<file path="src/rtl/mdu_pkg.sv">
// Shared definitions for the multiply/divide sequencer: op codes, FSM states, default width.
// Latency: n/a (definitions only).
// Backpressure: n/a (definitions only).
package mdu_pkg;

    localparam int MDU_XLEN = 32;

    typedef logic [1:0] mdu_op_t;

    localparam mdu_op_t MDU_MUL  = 2'b00;   // low XLEN bits of A*B
    localparam mdu_op_t MDU_DIVU = 2'b01;   // unsigned quotient
    localparam mdu_op_t MDU_REMU = 2'b10;   // unsigned remainder
    localparam mdu_op_t MDU_RSVD = 2'b11;   // reserved, returns zero

    localparam logic [1:0] S_IDLE = 2'b00;
    localparam logic [1:0] S_BUSY = 2'b01;
    localparam logic [1:0] S_DONE = 2'b10;

endpackage

</file>
<file path="src/rtl/mdu_iter_step.sv">
// One iteration of shift-add multiply or restoring unsigned divide.
// Latency: purely combinational, zero cycles.
// Backpressure: none; the sequencer decides when the next values are captured.
//
// Ports:
//   op_i              operation; anything other than MUL is treated as a divide step
//   acc_i / acc_o     MUL accumulator, or divide partial remainder
//   sh_i  / sh_o      MUL multiplicand (shifts left), or divide quotient/dividend (shifts left)
//   opb_i / opb_o     MUL multiplier (shifts right), or divisor (passes through)
module mdu_iter_step
    import mdu_pkg::*;
#(
    parameter int XLEN = MDU_XLEN
) (
    input  mdu_op_t         op_i,
    input  logic [XLEN-1:0] acc_i,
    input  logic [XLEN-1:0] sh_i,
    input  logic [XLEN-1:0] opb_i,
    output logic [XLEN-1:0] acc_o,
    output logic [XLEN-1:0] sh_o,
    output logic [XLEN-1:0] opb_o
);

    // Dropping the remainder MSB is safe: before the last step the partial
    // remainder is built from at most XLEN-1 dividend bits, so its top bit is 0.
    logic [XLEN-1:0] rem_sh;
    assign rem_sh = {acc_i[XLEN-2:0], sh_i[XLEN-1]};

    always_comb begin
        acc_o = acc_i;
        sh_o  = sh_i;
        opb_o = opb_i;
        if (op_i == MDU_MUL) begin
            if (opb_i[0]) begin
                acc_o = acc_i + sh_i;
            end
            sh_o  = sh_i << 1;
            opb_o = opb_i >> 1;
        end else begin
            // The dividend drains out of the top of sh while quotient bits
            // fill in from the bottom.
            sh_o  = sh_i << 1;
            acc_o = rem_sh;
            if (rem_sh >= opb_i) begin
                acc_o   = rem_sh - opb_i;
                sh_o[0] = 1'b1;
            end
        end
    end

endmodule

</file>
<file path="src/rtl/mdu_seq_ctrl.sv">
// Multi-cycle MUL/DIVU/REMU sequencer beside the EX-stage ALU.
// Latency: done_o XLEN+1 cycles after the start cycle; 1 cycle for divide-by-zero or reserved op.
// Backpressure: stall_o holds IF/ID/EX while busy or while accepting; flush_i aborts at any point.
//
// Ports:
//   clk_i       clock, rising edge
//   rst_i       synchronous active-low reset
//   start_i     request, sampled only in IDLE or DONE
//   op_i        00 MUL, 01 DIVU, 10 REMU, 11 reserved
//   rs1_data_i  operand A (multiplicand / dividend)
//   rs2_data_i  operand B (multiplier / divisor)
//   flush_i     abort; wins over start_i
//   stall_o     combinational pipeline hold
//   done_o      one-cycle result-valid pulse
//   result_o    result, stable until the next completion
module mdu_seq_ctrl
    import mdu_pkg::*;
#(
    parameter int XLEN = MDU_XLEN
) (
    input  logic            clk_i,
    input  logic            rst_i,
    input  logic            start_i,
    input  logic [1:0]      op_i,
    input  logic [XLEN-1:0] rs1_data_i,
    input  logic [XLEN-1:0] rs2_data_i,
    input  logic            flush_i,
    output logic            stall_o,
    output logic            done_o,
    output logic [XLEN-1:0] result_o
);

    localparam int CNT_W = (XLEN > 1) ? $clog2(XLEN) : 1;
    localparam logic [CNT_W-1:0] CNT_LAST = CNT_W'(XLEN - 1);

    logic [1:0]      state_q,  state_d;
    mdu_op_t         op_q,     op_d;
    logic [XLEN-1:0] acc_q,    acc_d;     // MUL accumulator / divide remainder
    logic [XLEN-1:0] sh_q,     sh_d;      // multiplicand / quotient
    logic [XLEN-1:0] opb_q,    opb_d;     // multiplier / divisor
    logic [CNT_W-1:0] count_q, count_d;
    logic [XLEN-1:0] result_q, result_d;

    logic [XLEN-1:0] step_acc;
    logic [XLEN-1:0] step_sh;
    logic [XLEN-1:0] step_opb;

    logic accept;
    logic fast_path;
    logic [XLEN-1:0] fast_result;

    mdu_iter_step #(
        .XLEN (XLEN)
    ) u_step (
        .op_i  (op_q),
        .acc_i (acc_q),
        .sh_i  (sh_q),
        .opb_i (opb_q),
        .acc_o (step_acc),
        .sh_o  (step_sh),
        .opb_o (step_opb)
    );

    assign accept = ((state_q == S_IDLE) || (state_q == S_DONE)) && start_i && !flush_i;

    // Ops whose answer is known without iterating.
    assign fast_path = (op_i == MDU_RSVD) ||
                       (((op_i == MDU_DIVU) || (op_i == MDU_REMU)) && (rs2_data_i == '0));

    always_comb begin
        case (op_i)
            MDU_DIVU: fast_result = '1;
            MDU_REMU: fast_result = rs1_data_i;
            default:  fast_result = '0;
        endcase
    end

    always_comb begin
        state_d  = state_q;
        op_d     = op_q;
        acc_d    = acc_q;
        sh_d     = sh_q;
        opb_d    = opb_q;
        count_d  = count_q;
        result_d = result_q;

        if (flush_i) begin
            state_d = S_IDLE;
        end else if (accept) begin
            op_d    = op_i;
            acc_d   = '0;
            sh_d    = rs1_data_i;
            opb_d   = rs2_data_i;
            count_d = '0;
            if (fast_path) begin
                state_d  = S_DONE;
                result_d = fast_result;
            end else begin
                state_d  = S_BUSY;
            end
        end else if (state_q == S_BUSY) begin
            acc_d   = step_acc;
            sh_d    = step_sh;
            opb_d   = step_opb;
            count_d = count_q + CNT_W'(1);
            if (count_q == CNT_LAST) begin
                state_d = S_DONE;
                case (op_q)
                    MDU_DIVU: result_d = step_sh;
                    default:  result_d = step_acc;   // MUL product or REMU remainder
                endcase
            end
        end else begin
            // IDLE without a start, DONE without a follow-on, or an illegal code.
            state_d = S_IDLE;
        end
    end

    always_ff @(posedge clk_i) begin
        if (!rst_i) begin
            state_q  <= S_IDLE;
            op_q     <= MDU_MUL;
            acc_q    <= '0;
            sh_q     <= '0;
            opb_q    <= '0;
            count_q  <= '0;
            result_q <= '0;
        end else begin
            state_q  <= state_d;
            op_q     <= op_d;
            acc_q    <= acc_d;
            sh_q     <= sh_d;
            opb_q    <= opb_d;
            count_q  <= count_d;
            result_q <= result_d;
        end
    end

    // Low in DONE unless a new op is taken, so EX/MEM captures result_o that cycle.
    assign stall_o  = rst_i && ((state_q == S_BUSY) || accept);
    assign done_o   = (state_q == S_DONE);
    assign result_o = result_q;

endmodule

</file>
<file path="config.mk">
export PLATFORM = sky130hd
export DESIGN_NAME = mdu_seq_ctrl
export DESIGN_NICKNAME = d
export VERILOG_FILES = /design/src/rtl/mdu_pkg.sv /design/src/rtl/mdu_iter_step.sv /design/src/rtl/mdu_seq_ctrl.sv
export SDC_FILE = /design/constraint.sdc
export NUM_CORES = 1
export LEC_CHECK = 0
export CORE_MARGIN = 2
export CORE_UTILIZATION = 35
export DETAILED_ROUTE_END_ITERATION = 16
export PLACE_DENSITY = 0.51
export SYNTH_ARGS = -nofsm -noshare
export SYNTH_HDL_FRONTEND = slang
export SYNTH_SLANG_ARGS = --single-unit
export TNS_END_PERCENT = 100
</file>
<file path="constraint.sdc">
create_clock -name clk_i -period 4.1 [get_ports clk_i]
set_input_delay 0.615 -clock clk_i [delete_from_list [all_inputs] [get_ports clk_i]]
set_output_delay 0.615 -clock clk_i [all_outputs]
set_load 0.05 [all_outputs]
</file>
==> results.toml <==
[logic_synthesis]
synthArstFlopShare_pct = 0
yosysWarnings = 0
ys_seq_elements = 137
synth_area_leaders = "dfxtp_1 25%, ha_1 7.7%, a21oi_1 6.8%, nand2_1 6.7%, o211a_1 6.5%"
synth_area_um2 = 11000
synth.net_count = 1608
synth_cell_types = 84
ys.flop_type = "dfxtp_1"
synth_edf_count = 0
yosys.area.top_type = "dfxtp_1"
synth_seq_area_share_pct = 24.9
syn_inst = 1468
synth_top_area_share_pct = 24.9
syn_area_per_cell_um2 = 7.50

[sta]
finalSetupTns_ns = 0
setup_slack_ns = 0.359
min_period_ns = 3.74
finalClockSkew_ns = 0.0189
grt_setup_unrepaired = "false"
max_clock_freq_ghz = 0.267
max_slew_margin_pct = 24.1
hold_violations = 0
drv_slew = 0
finalCritPeriodShare_pct = 91.2
max_slew.worst_pin.slew_ns = 1.13
setup_viol = 0

[finish]
fin_util_pct = 42.5
nets = 1664
area_growth_pct = 18.8
antennaDiodeCount = 0
final_layout_size_suffix_gt1_share_pct = 7.74

[critical_path]
required_ns = 4.45
critical_path_class = "flop to flop"
worstPathArrival_ns = 4.09
r2r_cells = 14
r2r-start = "sh_q[31]"
path_max_fanout = 6
reg2reg_slack_ns = 0.36
crit_path_start_kind = "flop"
end_kind = "flop"
timing.rr.end = "result_o[4]"

[clocking]
cts_tree = "built"
cts_hold_buf = 0
root_buffer = "clkbuf_16"
cts-buffers-inserted = 17
clock_tree.buffer_depth = 2
cts_num_sinks = 137
cts_max_level = 4
clkTransAtPathRegs_ns = 0.08
post_cts_buffers = 0
cts_resized = 0
clk_latency_ns = 0.45

[place]
dp_hpwl_um = 31600
io_buffers = 103
gp_congestion = 0.940
pre_cts_ws_ns = 0.329

[global_route]
grt_max_degree = 68
grt_usage_pct = 25.0
antenna_found_initial = 2
gr-total-overflow = 0
grt_pass1_wl_um = 63800
grt_pass1_vias = 10700

[hold_path]
whs_endpoint = "opb_q[30]"
min_path_cells = 1
hold_class = "flop to flop"
min_from = "opb_q[30]"

[route]
top_layer_used = "met5"
ant_nets = 0
wl_per_cell_um = 21.8
firstDrtPassIters = 5
remaining_drc_errors = 0
vias = 11400
route.met3.wl_um = 2070
dr.first_iter.drc_count = 970
wl_met2_um = 20000
wl_met1_um = 18500
wl_um = 42200
via_per_inst = 5.88

[floorplanning]
die_x_um = 181
start_util_pct = 35.8
die_area_um2 = 32900
core_area_um2 = 30700
rows = 64
io_pins = 104
dieHeight_um = 181

[job]
max_cap_violations = 0

[power]
irDropWorstVdd_v = 0.000294
p_per_area_nw_per_um2 = 312
leakagePower_uw = 0.00574
total_power_uw = 4080

[outcome]
status = "complete, no violations"
layout make-up:
cell class,instances,area [um2]
fillers,3258,17700
well taps,396,495
clock inverters,15,154
inverters,57,214
multi-input cells,1169,7680
flip-flops and latches,137,2740
clock buffers,17,425
repair buffers,142,1360
power breakdown:
part	switching, uW	leakage (uW)	internal [uW]	total (uW)
Clock	753	0.000282	862	1610
Sequential	62.0	0.00112	1390	1450
Combinational	620	0.00435	393	1010
Total	1430	0.00574	2640	4080
cell usage after synthesis, types with 16 or more instances:
cell type,n
o211a_1,72
a22oi_1,17
nor2b_1,26
ha_1,68
nand2_1,196
a31oi_1,16
a21o_1,34
dfxtp_1,137
o211ai_1,60
xor2_1,20
o21ai_0,91
clkbuf_1,93
a21oi_1,150
inv_1,57
xnor2_1,28
nor2_1,85
nand3_1,53
flip-flops by register name (all words and copies together), names as in the netlist:
signal,flops
acc_q,32
opb_q,32
result_o,32
sh_q,32
count_q,5
op_q,2
state_q,2
worst max-delay path: stages (launching register included):
cell,delay (ns)
dfxtp_1,0.40
inv_1,0.12
ha_1,0.26
fa_1,0.42
nand2b_1,0.18
a21oi_1,0.29
o211ai_1,0.19
a31oi_2,0.40
or2_1,0.29
buf_4,0.20
mux2i_1,0.28
a21oi_1,0.15
a221oi_2,0.26
nand2_1,0.08
o211a_1,0.12
cells by family after synthesis:
kind of cell             synth area share [%]
buffers and inverters                    5.74
XOR/XNOR                                 3.82
AO/OA/AOI/OAI                            35.6
flip-flops                               24.9
adder cells (fa/ha/maj)                  8.10
multiplexers                             2.18
AND/OR/NAND/NOR                          19.6
worst max-delay path by stage:
stage              from      endpoint  slack [ns]  depth (start not counted)
4_1_cts        sh_q[31]  result_o[12]        0.36                         14
3_5_place_dp    op_i[0]  result_o[27]        0.33                         11
5_1_grt        sh_q[31]   result_o[4]        0.09                         14
2_1_floorplan   flush_i       stall_o        0.67                          5
6_report       sh_q[31]   result_o[4]        0.36                         14
3_3_place_gp   sh_q[31]  result_o[12]        0.47                         14
metal layers:
layer	global-route usage (%)	up-vias
met1	32.0	5395
met3	4.05	85
met2	41.5	326
met5	0	-
li1	-	5553
met4	10.8	4
per-stage QoR:
step | std cells | area [um2] | hold WS (ns)
3_3_place_gp | 1901 | 12500 | 0.479
5_1_grt | 1933 | 13100 | 0.515
6_report | 1933 | 13100 | 0.499
2_1_floorplan | 1468 | 11000 | 0.472
3_5_place_dp | 1901 | 12500 | 0.486
4_1_cts | 1933 | 13100 | 0.501
placed cells by master, fill, tap and decap left out, types with 16 or more instances in the layout:
cell type          n
o21ai_0           90
xnor2_1           28
ha_1              68
a31oi_1           16
buf_4             38
a21oi_1          150
clkdlybuf4s50_1  101
dfxtp_1          136
inv_1             57
o211ai_1          60
xor2_1            20
nor2_1            81
o211a_1           72
nand2_1          196
a21o_1            34
a22oi_1           17
nor2b_1           26
nand3_1           53
clkbuf_16         17
No activity file was read; power rests on OpenSTA's default activity.
